[config.mk]
export PLATFORM = sky130hd
export DESIGN_NAME = frame_draw_ctrl
export DESIGN_NICKNAME = d
export VERILOG_FILES = /design/src/rtl/frame_draw_ctrl.sv
export SDC_FILE = /design/constraint.sdc
export NUM_CORES = 1
export LEC_CHECK = 0
export CORE_AREA = 2 2 105 133
export CTS_CLUSTER_SIZE = 30
export DETAILED_ROUTE_END_ITERATION = 12
export DIE_AREA = 0 0 107 135
export DONT_BUFFER_PORTS = 1
export PLACE_DENSITY = 0.52
export SETUP_SLACK_MARGIN = 0.2
export SLEW_MARGIN = 5
export SYNTH_ARGS = -nofsm -noshare
export SYNTH_HDL_FRONTEND = slang
export SYNTH_SLANG_ARGS = --single-unit
[constraint.sdc]
create_clock -name clk_i -period 5.1 [get_ports clk_i]
set_input_delay 0.255 -clock clk_i [delete_from_list [all_inputs] [get_ports clk_i]]
set_output_delay 0.255 -clock clk_i [all_outputs]
set_load 0.01 [all_outputs]
[src/rtl/frame_draw_ctrl.sv]
// Frame redraw sequencer feeding vga_adapter: sweeps the background ROM,
// then optionally overlays a clipped, colour-keyed sprite.
module frame_draw_ctrl #(
  parameter int unsigned X_MAX       = 159,
  parameter int unsigned Y_MAX       = 119,
  parameter int unsigned SPR_DIM     = 16,
  parameter logic [2:0]  TRANSPARENT = 3'b000
) (
  input  logic        clk_i,
  input  logic        rst_i,
  input  logic        draw_req_i,
  input  logic [1:0]  screen_sel_i,
  input  logic        sprite_en_i,
  input  logic [7:0]  sprite_x_i,
  input  logic [6:0]  sprite_y_i,
  output logic [14:0] bg_addr_o,
  output logic [1:0]  bg_sel_o,
  input  logic [2:0]  bg_color_i,
  output logic [7:0]  spr_addr_o,
  input  logic [2:0]  spr_color_i,
  output logic [7:0]  vga_x_o,
  output logic [6:0]  vga_y_o,
  output logic [2:0]  vga_color_o,
  output logic        plot_o,
  output logic        busy_o,
  output logic        done_o
);

  localparam int unsigned CW = $clog2(SPR_DIM);

  localparam logic [7:0]    X_LAST    = 8'(X_MAX);
  localparam logic [6:0]    Y_LAST    = 7'(Y_MAX);
  localparam logic [CW-1:0] C_LAST    = CW'(SPR_DIM - 1);
  localparam logic [8:0]    PX_LIM    = 9'(X_MAX);
  localparam logic [7:0]    PY_LIM    = 8'(Y_MAX);
  localparam logic [14:0]   ROW_PITCH = 15'(X_MAX + 1);

  typedef enum logic [2:0] {
    IDLE,
    BG,
    BG_FLUSH,
    SPR,
    SPR_FLUSH,
    DONE
  } state_e;

  state_e        state_q, state_d;
  logic [7:0]    bx_q, bx_d;
  logic [6:0]    by_q, by_d;
  logic [CW-1:0] row_q, row_d;
  logic [CW-1:0] col_q, col_d;
  logic [1:0]    sel_q, sel_d;
  logic          spr_en_q, spr_en_d;
  logic [7:0]    spr_x_q, spr_x_d;
  logic [6:0]    spr_y_q, spr_y_d;

  // Pipeline stage aligned with the one-cycle ROM read latency.
  logic          pvld_q, pvld_d;
  logic          pspr_q, pspr_d;
  logic [8:0]    px_q, px_d;
  logic [7:0]    py_q, py_d;

  logic          spr_visible;

  // State, counters, latched request parameters and pipeline registers.
  always_ff @(posedge clk_i) begin
    if (rst_i) begin
      state_q  <= IDLE;
      bx_q     <= '0;
      by_q     <= '0;
      row_q    <= '0;
      col_q    <= '0;
      sel_q    <= '0;
      spr_en_q <= 1'b0;
      spr_x_q  <= '0;
      spr_y_q  <= '0;
      pvld_q   <= 1'b0;
      pspr_q   <= 1'b0;
      px_q     <= '0;
      py_q     <= '0;
    end else begin
      state_q  <= state_d;
      bx_q     <= bx_d;
      by_q     <= by_d;
      row_q    <= row_d;
      col_q    <= col_d;
      sel_q    <= sel_d;
      spr_en_q <= spr_en_d;
      spr_x_q  <= spr_x_d;
      spr_y_q  <= spr_y_d;
      pvld_q   <= pvld_d;
      pspr_q   <= pspr_d;
      px_q     <= px_d;
      py_q     <= py_d;
    end
  end

  // Next-state logic: sweep sequencing and pipeline capture of issued pixels.
  always_comb begin
    state_d  = state_q;
    bx_d     = bx_q;
    by_d     = by_q;
    row_d    = row_q;
    col_d    = col_q;
    sel_d    = sel_q;
    spr_en_d = spr_en_q;
    spr_x_d  = spr_x_q;
    spr_y_d  = spr_y_q;
    pvld_d   = 1'b0;
    pspr_d   = 1'b0;
    px_d     = px_q;
    py_d     = py_q;

    unique case (state_q)
      IDLE: begin
        if (draw_req_i) begin
          sel_d    = screen_sel_i;
          spr_en_d = sprite_en_i;
          spr_x_d  = sprite_x_i;
          spr_y_d  = sprite_y_i;
          bx_d     = '0;
          by_d     = '0;
          row_d    = '0;
          col_d    = '0;
          state_d  = BG;
        end
      end
      BG: begin
        pvld_d = 1'b1;
        px_d   = {1'b0, bx_q};
        py_d   = {1'b0, by_q};
        if (bx_q == X_LAST) begin
          bx_d = '0;
          if (by_q == Y_LAST) begin
            state_d = BG_FLUSH;
          end else begin
            by_d = by_q + 7'd1;
          end
        end else begin
          bx_d = bx_q + 8'd1;
        end
      end
      BG_FLUSH: begin
        state_d = spr_en_q ? SPR : DONE;
      end
      SPR: begin
        pvld_d = 1'b1;
        pspr_d = 1'b1;
        // Widened sums let the clip test see targets past the screen edge.
        px_d   = 9'(spr_x_q) + 9'(col_q);
        py_d   = 8'(spr_y_q) + 8'(row_q);
        if (col_q == C_LAST) begin
          col_d = '0;
          if (row_q == C_LAST) begin
            state_d = SPR_FLUSH;
          end else begin
            row_d = row_q + 1'b1;
          end
        end else begin
          col_d = col_q + 1'b1;
        end
      end
      SPR_FLUSH: begin
        state_d = DONE;
      end
      DONE: begin
        state_d = IDLE;
      end
      default: begin
        state_d = IDLE;
      end
    endcase
  end

  assign bg_addr_o   = 15'(by_q) * ROW_PITCH + 15'(bx_q);
  assign spr_addr_o  = 8'({row_q, col_q});
  assign bg_sel_o    = sel_q;

  assign spr_visible = (spr_color_i != TRANSPARENT) && (px_q <= PX_LIM) && (py_q <= PY_LIM);

  assign vga_x_o     = px_q[7:0];
  assign vga_y_o     = py_q[6:0];
  assign vga_color_o = pvld_q ? (pspr_q ? spr_color_i : bg_color_i) : 3'b000;
  assign plot_o      = pvld_q && (!pspr_q || spr_visible);
  assign busy_o      = (state_q != IDLE);
  assign done_o      = (state_q == DONE);

endmodule

Word-level counts from Yosys, hierarchy flattened
Index checks and enable logic that the tools add are counted.

Order comparisons: 2. Multipliers: 1. $add $sub $neg: 7. Eq/ne operators: 16. Multiplexer cells: 26. Reduce and logical (&&, ||, !) cells: 18.

Operators with widths (count): one-hot mux 8 bit (2 select lines) (2); 2-to-1 mux 3 bit (8); 2-to-1 mux 7 bit (3); one-hot mux 9 bit (2 select lines) (1); 2-to-1 mux 4 bit (4); 2-to-1 mux 8 bit (2); one-hot mux 4 bit (2 select lines) (2); adder 15 x 8 -> 15 bit (1); one-hot mux 3 bit (5 select lines) (1); != test 2 bit (second input constant) (7); one-hot mux 7 bit (2 select lines) (1); multiplier 7 x 3 -> 10 bit (second input constant) (1); adder 8 x 4 -> 9 bit (1); <= comparator 9 x 8 -> 1 bit (second input constant) (1); adder 4 x 1 -> 4 bit (second input constant) (2); adder 7 x 4 -> 8 bit (1); adder 8 x 1 -> 8 bit (second input constant) (1); == test 4 bit (second input constant) (2); == test 8 bit (second input constant) (1); <= comparator 8 x 7 -> 1 bit (second input constant) (1); AND reduction 4 bit (2); adder 7 x 1 -> 7 bit (second input constant) (1); == test 7 bit (second input constant) (1); == test 3 x 2 -> 1 bit (second input constant) (2); 12 further kinds (21).

Logic and storage cells: 83. Output and inout bits: 46. Flip-flop bits (word level): 63. Input port bits: 27.

Longest topological paths before layout
Gate-level depths: netlist of run 1.

Depth after elaboration: 5. Depth in mapped cells: 8. Depth with buffers taken out: 8.

Least setup slack after synthesis of run 1
Ideal clock, no wire load.

Path type: reg-to-output. From: reg by_q[3]. To: out bg_addr_o[13]. Data required time: 4.845 ns. Data arrival time: 2.165 ns. Stages on the path, launching flop included: 9. Buffers on the path: 0. Setup slack: 2.680 ns. Cells stage by stage: dfxtp_1 -> ha_1 -> ha_1 -> fa_1 -> a211oi_1 -> nor2_1 -> xnor2_1 -> nor3_1 -> xnor2_1.

Cells in the longest elaborated chain, start to end: 2.

RTL lines: from (decl) (RTL line 49) `logic [6:0] by_q, by_d;`; from (signal assigned) (RTL line 84) `by_q <= by_d;`; multiplier 7 x 3 -> 10 bit (RTL line 175) `assign bg_addr_o = 15'(by_q) * ROW_PITCH + 15'(bx_q);`; adder 15 x 8 -> 15 bit (RTL line 175); to (decl) (RTL line 16) `output logic [14:0] bg_addr_o,`.

Every way passes these cells.

Worst setup path after layout of run 1
Ends and elaborated chain as after synthesis.

==> impl_metrics.json, run 1 <==
{
  "post_drt_wl_per_cell_um": 16.1,
  "grt_overflow": 0,
  "path_clk_slew_ps": 60,
  "criticalPathCategory": "flip-flop to output port",
  "synth_fp_nets": 525,
  "power.leakage_nw": 1.57,
  "fin_nets": 500,
  "drtIter0Drc": 200,
  "rows": 47,
  "clk-insertion-delay-late_ps": 330,
  "hold_viol": 0,
  "powerDensity_nw_per_um2": 303,
  "synthArstFlopShare": 0,
  "globalRouteMet3Util": 0.0449,
  "cts_buffers": 9,
  "core_area_sq_um": 13100,
  "fin_util": 0.323,
  "syn-cell-area_sq_um": 3880,
  "fin_worst_skew_ps": 8.86,
  "place_inst": 599,
  "end_kind": "output port",
  "grt_start_max_net_pins": 28,
  "globalRouteMet1Util": 0.167,
  "final_common_cell": "dfxtp_1",
  "synth_edf_count": 0,
  "place_hpwl_um": 7230,
  "yosysTopAreaCellShare": 0.325,
  "via_count": 3124,
  "drv_slew": 0,
  "multi_input_area_sq_um": 2290,
  "antenna_found_initial": 0,
  "ys_seq_elements": 63,
  "ys_seq_area_frac": 0.325,
  "start_kind": "flip-flop",
  "finalCritPeriodShare": 0.587,
  "grt_pass1_wl_um": 15800,
  "wirelength_um": 9990,
  "vias_per_cell": 5.04,
  "first_pass_iters": 4,
  "grt.busiest_layer": "met2",
  "die-area_sq_um": 14400,
  "use_met2": 0.237,
  "cp.arrival_ps": 2740,
  "syn_to_final_growth_pct": 9.19,
  "cap_viol_max_count": 0,
  "ys.flop_type": "dfxtp_1",
  "cts_tree": "yes",
  "power_mw": 1.28,
  "drc": 0,
  "synthTopCellsByArea": "dfxtp_1 (33%), ha_1 (8.1%), a21oi_1 (5.8%), nand2_1 (5.2%), buf_4 (4.1%)",
  "drive_gt1_frac": 0.0668,
  "grt_usage": 0.140,
  "gp_congestion": 0.799,
  "min_path_type": "primary input to flip-flop",
  "rsz0062_at_grt": "no",
  "n_fill_cell": 1374,
  "synthDistinctLibCells": 57,
  "pre_cts_ws_ps": 2440,
  "ir_drop_v": 0.000154,
  "final_cells": 620,
  "clock_sinks": 63,
  "antenna_cells": 0,
  "die_h_um": 135,
  "cts_root_buf": "clkbuf_16",
  "synth_top_area_cell": "dfxtp_1",
  "worstPathRequired_ps": 4850,
  "avgSynthCellArea_sq_um": 8.27,
  "synthCells": 469,
  "regArea_sq_um": 1260,
  "path_max_fanout": 8,
  "max_slew_margin": 0.289,
  "status": "complete, no violations",
  "final-setup-viol-count": 0,
  "reg2reg_slack_ps": 2450,
  "final_cell_mix": "dfxtp_1 (63), nand2_1 (54), a21oi_1 (45)",
  "htreeDepth": 3,
  "antenna_left": 0,
  "cts_max_path_buffers": 2,
  "fin_ws_ps": 2110,
  "port-buffer-count": 0,
  "worstMarginPinSlew_ps": 1060,
  "synth_warnings": 0,
  "fin_crit_ps": 2990,
  "die_x_um": 107,
  "max_freq_mhz": 334,
  "finalSetupTns_ps": 0,
  "ios": 73,
  "post_cts_resized": 0,
  "grt_pass1_vias": 3054,
  "initial_core_util": 0.296
}
-- metal layers --
layer	share of wire	vias to the layer above
li1	-	1583
met1	0.42	1461
met2	0.49	68
met3	0.069	12
met4	0.017	0
met5	0	-
-- cell usage after synthesis, types with 3 or more instances --
master	count
a311oi_1	4
nand3b_1	8
ha_1	25
buf_4	21
o31ai_1	3
nand3_1	14
nor2b_1	10
o211ai_1	4
mux2i_1	12
xor2_1	7
nand2_1	54
inv_1	17
o21ai_0	13
nand4_1	4
clkbuf_1	16
a21oi_1	45
nor3_1	10
xnor2_1	17
fa_1	4
buf_2	5
o22ai_1	3
nor2_1	42
a211oi_1	11
a22oi_1	4
a21o_1	4
dfxtp_1	63
nand2b_1	3
a31oi_1	5
a211o_1	4
-- critical path: stages (launching register included) --
cell      delay [ps]
dfxtp_1          490
ha_1             300
ha_1             230
fa_1             420
a211oi_1         240
nor2_1           100
xnor2_1          260
nor3_1           120
xnor2_1          260
-- cell type report --
type                            count  area share
Clock buffer                       11      0.0573
Clock inverter                      5      0.0192
Inverter                           17      0.0151
Multi-Input combinational cell    344       0.541
Sequential cell                    63       0.298
Tap cell                          171      0.0505
Timing Repair Buffer                9      0.0189
-- path summary, 6_finish.rpt --
check,startpoint,endpoint,cells past startpoint
worst min register to register,px_q[8],px_q[8],2
worst min-delay path,rst_i,bx_q[3],1
worst max register to register,state_q[1],row_q[2],5
worst max-delay path,by_q[3],bg_addr_o[13],8
-- registers in the layout, summed over array words and instances (netlist names) --
register / count
by_q: 7
spr_y_q: 7
py_q: 8
pspr_q: 1
bg_sel_o: 2
spr_x_q: 8
px_q: 9
row_q: 4
bx_q: 8
spr_en_q: 1
pvld_q: 1
col_q: 4
state_q: 3
-- repair_timing --
action | in CTS | in global routing
hold buffers | 4 | 1
setup buffers | 0 | 0
hold endpoints to repair | 26 | 3
-- stage by stage --
| step | hold WS [ps] | area [sq um] |
|---|---|---|
| 3_5_place_dp | 332 | 3860 |
| 6_report | 12.0 | 4240 |
| 4_1_cts | 0.611 | 4230 |
| 2_1_floorplan | 391 | 3880 |
| 3_3_place_gp | 328 | 3860 |
| 5_1_grt | 1.33 | 4240 |
-- kinds of logic (layout without fill, tap and decap cells) --
family,after synthesis,count (layout),share of synthesized area
flip-flops,63,63,0.325
AND/OR/NAND/NOR,161,161,0.198
adder cells (fa/ha/maj),29,29,0.101
multiplexers,12,12,0.0310
XOR/XNOR,24,24,0.0542
AO/OA/AOI/OAI,118,118,0.207
buffers and inverters,62,42,0.0839
-- report_power, final --
group          internal, mW  leakage (nW)  switching [mW]  total, mW
Clock                 0.441         0.156           0.219      0.660
Sequential            0.508         0.512          0.0206      0.529
Combinational        0.0347         0.903          0.0589     0.0936
Total                 0.984          1.57           0.298       1.28
Power figures use the tool's default switching activity.
==> run 2, diff against run 1 <==
clock period = 3.1 ns   (was 5.1 ns; I/O delays follow)
==> impl_metrics.json, run 2 (synthesized netlist as in run 1, its figures left out) <==
{
  "status": "complete, no violations",
  "powerDensity_nw_per_um2": 494,
  "drc": 0,
  "grt_usage": 0.139,
  "pwr-share-seq": 0.394,
  "top_register": "px_q",
  "switchingPower_mw": 0.513,
  "cts_root_buf": "clkbuf_16",
  "cap_viol_max_count": 0,
  "drv_slew": 0,
  "grt_pass1_vias": 3120,
  "cp_slowest_cell": "fa_1",
  "power_mw": 2.21,
  "criticalPathCategory": "flip-flop to output port",
  "worstMarginPinSlew_ps": 665,
  "n_fill_cell": 1377,
  "drtIter0Drc": 161,
  "die-area_sq_um": 14400,
  "path_max_fanout": 8,
  "antenna_found_initial": 0,
  "antenna_left": 0,
  "first_pass_iters": 4,
  "crit_family": "adder cells",
  "htreeDepth": 3,
  "antenna_cells": 0,
  "worstPathRequired_ps": 2940,
  "cts_tree": "yes",
  "wirelength_um": 9960,
  "drive_gt1_frac": 0.0878,
  "finalSetupTns_ps": 0,
  "switching_share": 0.233,
  "p_int_mw": 1.69,
  "crit_buf_inv": 0,
  "hold_viol": 0,
  "clkPwrFrac": 0.529,
  "post_drt_wl_per_cell_um": 15.6,
  "rsz0062_at_grt": "no",
  "initial_core_util": 0.296,
  "cts_max_path_buffers": 2,
  "ir_drop_v": 0.000232,
  "clock_sinks": 63,
  "start_kind": "flip-flop",
  "syn_to_final_growth_pct": 15.1,
  "path_clk_slew_ps": 50,
  "grt_pass1_wl_um": 15800,
  "gp_congestion": 0.805,
  "fin_worst_skew_ps": 8.49,
  "final_common_cell": "dfxtp_1",
  "cp_slowest_stage_delay_ps": 430,
  "fin_nets": 518,
  "grt_overflow": 0,
  "clk-insertion-delay-late_ps": 330,
  "grt_start_max_net_pins": 54,
  "die_h_um": 135,
  "fin_crit_ps": 2750,
  "pre_cts_ws_ps": 584,
  "fin_ws_ps": 354,
  "port-buffer-count": 0,
  "max_freq_mhz": 364,
  "final_cell_mix": "dfxtp_1 (60), nand2_1 (54), a21oi_1 (45)",
  "core_area_sq_um": 13100,
  "cts_buffers": 9,
  "vias_per_cell": 5.09,
  "power_frac_comb": 0.077,
  "place_hpwl_um": 7380,
  "end_kind": "output port",
  "path_common_cell": "ha_1",
  "via_count": 3250,
  "final-setup-viol-count": 0,
  "min_path_type": "primary input to flip-flop",
  "cp.arrival_ps": 2590,
  "path_cells": "ha_1 -> ha_1 -> fa_1 -> a211oi_1 -> nor2_1 -> xnor2_2 -> nor3_1 -> xnor2_1",
  "power.leakage_nw": 1.66,
  "die_x_um": 107,
  "finalCritPeriodShare": 0.886,
  "largest_register_ffs": 9,
  "ios": 73,
  "max_slew_margin": 0.554,
  "rows": 47
}
==> run 2: cell types whose count changed in the layout (fill, tap and decap cells not counted), sizes merged <==
cell	delta
dlygate4sd3	+14
bufinv	+1
clkinvlp	+2
buf	+4
clkinv	-1
clkbuf	-2
==> run 2: worst paths after layout <==
kind | end | slack (ps) | startpoint | cells past startpoint
max | bg_addr_o[13] | 350 | by_q[3] | 8
min | pspr_q | 30 | rst_i | 2
max reg2reg | spr_y_q[5] | 520 | state_q[1] | 6
min reg2reg | px_q[8] | 460 | px_q[8] | 2
==> run 2: area by class of cell <==
| type | instances | area [sq um] | share of cell area |
|---|---|---|---|
| Clock buffer | 9 | 225 | 0.0504 |
| Tap cell | 171 | 214 | 0.0479 |
| Inverter | 17 | 63.8 | 0.0143 |
| Multi-Input combinational cell | 344 | 2310 | 0.518 |
| Clock inverter | 7 | 121 | 0.0272 |
| Sequential cell | 63 | 1260 | 0.283 |
| Timing Repair Buffer | 27 | 263 | 0.0589 |
==> run 2: worst register-to-register path, stage by stage, from the launching register on <==
cell           delay [ps]
dfxtp_1               690
or3_4                 280
or2_1                 470
buf_4                 330
nand2_1                80
a21oi_1               140
dlygate4sd3_1         550
==> run 2: stage by stage <==
step	instances	utilization	instance area (sq um)	hold slack [ps]
after floorplan	469	-	3880	291
final	638	0.340	4460	27.9
after global placement	602	0.296	3880	229
after detailed placement	602	0.296	3880	231
after global routing	638	0.340	4460	42.6
after CTS	638	0.339	4440	14.9
==> run 2: metal layers <==
layer / up-vias / track usage / part of all wire
met2: 74 / 0.233 / 0.49
li1: 1624 / - / -
met3: 16 / 0.0487 / 0.071
met4: 0 / 0.0685 / 0.023
met1: 1536 / 0.157 / 0.42
met5: - / 0 / 0
==> run 2: power groups by stage <==
stage / logic (mW) / registers (mW) / clock network, mW
after global routing: 0.190 / 0.874 / 1.23
after CTS: 0.172 / 0.870 / 1.19
after floorplan: 0.140 / 0.870 / 0
after global placement: 0.137 / 0.887 / 0
after detailed placement: 0.138 / 0.888 / 0
final: 0.170 / 0.870 / 1.17
==> run 2: timing repair <==
item                                    4_1_cts  5_1_grt
endpoints found under the hold margin        53        0
buffers inserted                              0        0
gates resized for setup                       0        7
endpoints found under the setup margin        0        3
hold buffers                                 20        0
==> run 3, diff against run 2 <==
CORE_AREA = 2 2 75 95   (was 2 2 105 133)
DIE_AREA = 0 0 77 97   (was 0 0 107 135)
PLACE_DENSITY = 0.84   (was 0.52)
==> impl_metrics.json, run 3 (synthesized netlist as in run 1, its figures left out) <==
{
  "status": "complete, no violations",
  "r2r_cells": 6,
  "clk-insertion-delay-late_ps": 350,
  "antenna_found_initial": 0,
  "powerDensity_nw_per_um2": 402,
  "hold_path_end": "pspr_q",
  "cp.arrival_ps": 2650,
  "r2r-end": "spr_x_q[4]",
  "place_hpwl_um": 6470,
  "initial_core_util": 0.595,
  "cts_max_path_buffers": 2,
  "hold_depth": 2,
  "clock_sinks": 63,
  "cp_slowest_stage_delay_ps": 420,
  "crit_buf_inv": 0,
  "vias_per_cell": 6.02,
  "htreeDepth": 3,
  "hold_slack_ps": 11.2,
  "crit_family": "adder cells",
  "reg2reg_slack_ps": 520,
  "hp-start": "rst_i",
  "fin_nets": 517,
  "largest_register_ffs": 9,
  "criticalPathCategory": "flip-flop to output port",
  "grt_pass1_wl_um": 15300,
  "pre_cts_ws_ps": 520,
  "grt_start_max_net_pins": 54,
  "drc": 0,
  "worstMarginPinSlew_ps": 811,
  "path_cells": "ha_1 -> ha_1 -> fa_1 -> a211oi_1 -> nor2_1 -> xnor2_2 -> nor3_2 -> xnor2_2",
  "wirelength_um": 9380,
  "port-buffer-count": 0,
  "drive_gt1_frac": 0.0837,
  "grt_usage": 0.256,
  "antenna_cells": 0,
  "fin_worst_skew_ps": 5.77,
  "fin_util": 0.642,
  "grt_pass1_vias": 3160,
  "final_cells": 553,
  "die-area_sq_um": 7470,
  "gp_congestion": 0.839,
  "antenna_left": 0,
  "rsz0062_at_grt": "no",
  "power.leakage_nw": 1.60,
  "max_freq_mhz": 357,
  "via_count": 3331,
  "final_common_cell": "dfxtp_1",
  "core_area_sq_um": 6520,
  "top_register": "px_q",
  "post_cts_buffers": 0,
  "die_x_um": 77,
  "first_pass_iters": 4,
  "cts_root_buf": "clkbuf_8",
  "max_slew_margin": 0.460,
  "grt_overflow": 0,
  "syn_to_final_growth_pct": 8.00,
  "ios": 73,
  "fin_crit_ps": 2800,
  "finalSetupTns_ps": 0,
  "worstPathRequired_ps": 2940,
  "path_clk_slew_ps": 60,
  "final_cell_mix": "dfxtp_1 (60), nand2_1 (54), a21oi_1 (45)",
  "drtIter0Drc": 234,
  "min_path_type": "primary input to flip-flop",
  "final-setup-viol-count": 0,
  "hold_viol": 0,
  "cts_buffers": 9,
  "ir_drop_v": 0.000280,
  "drv_slew": 0,
  "cts_tree": "yes",
  "r2r-start": "state_q[2]",
  "fin_ws_ps": 295,
  "start_kind": "flip-flop",
  "path_max_fanout": 7,
  "rows": 33,
  "end_kind": "output port",
  "finalCritPeriodShare": 0.905,
  "post_drt_wl_per_cell_um": 17.0,
  "cp_slowest_cell": "fa_1",
  "cap_viol_max_count": 0,
  "die_h_um": 97,
  "place_inst": 517
}
## run 3: cell types whose count changed in the layout (fill, tap and decap cells not counted), sizes merged
cell,before,now
clkbuf,9,13
buf,8,7
clkinvlp,3,1
bufinv,3,0
clkinv,1,2
## run 3: per-layer routing
metal | up-vias | routed length (um) | global-route usage
met4 | 0 | 206 | 0.102
met5 | - | 0 | 0
li1 | 1614 | - | -
met3 | 17 | 645 | 0.0793
met1 | 1597 | 3810 | 0.300
met2 | 103 | 4710 | 0.435
## run 3: worst register-to-register path: cells and delay by family, from the launching register on
family                 cells  cell delay [ps]
AO/OA/AOI/OAI              1              130
buffers and inverters      2              930
AND/OR/NAND/NOR            3              950
flip-flops                 1              530
## run 3: final cells by class
class | count | area (sq um)
well taps | 87 | 109
inverters | 17 | 63.8
repair buffers | 26 | 255
multi-input cells | 344 | 2320
flip-flops and latches | 63 | 1270
clock inverters | 3 | 17.5
fillers | 545 | 2330
clock buffers | 13 | 159
## run 3: worst max path at each step
stage	start	endpoint	slack (ps)	cells after the start
6_report	by_q[1]	bg_addr_o[13]	300	8
5_1_grt	by_q[1]	bg_addr_o[13]	220	8
4_1_cts	by_q[1]	bg_addr_o[13]	230	8
3_5_place_dp	by_q[3]	bg_addr_o[13]	520	8
3_3_place_gp	by_q[3]	bg_addr_o[13]	660	8
2_1_floorplan	by_q[3]	bg_addr_o[13]	780	8
## run 3: where the power goes
part / switching, mW / internal, mW / total, mW
logic: 0.0998 / 0.0714 / 0.171
clock network: 0.314 / 0.331 / 0.646
registers: 0.0333 / 0.835 / 0.868
## run 3: metrics by stage
| stage | instance area, sq um | power [mW] |
|---|---|---|
| after floorplan | 3880 | 1.01 |
| after global placement | 3770 | 1.02 |
| after detailed placement | 3770 | 1.02 |
| after CTS | 4170 | 1.69 |
| after global routing | 4190 | 1.75 |
| final | 4190 | 1.68 |
## run 3: repair_timing
item / 4_1_cts / 5_1_grt
endpoints found under the setup margin: 1 / 2
pin swaps: 0 / 1
gates resized for setup: 3 / 5
hold buffers: 20 / 0
hold endpoints to repair: 53 / 0
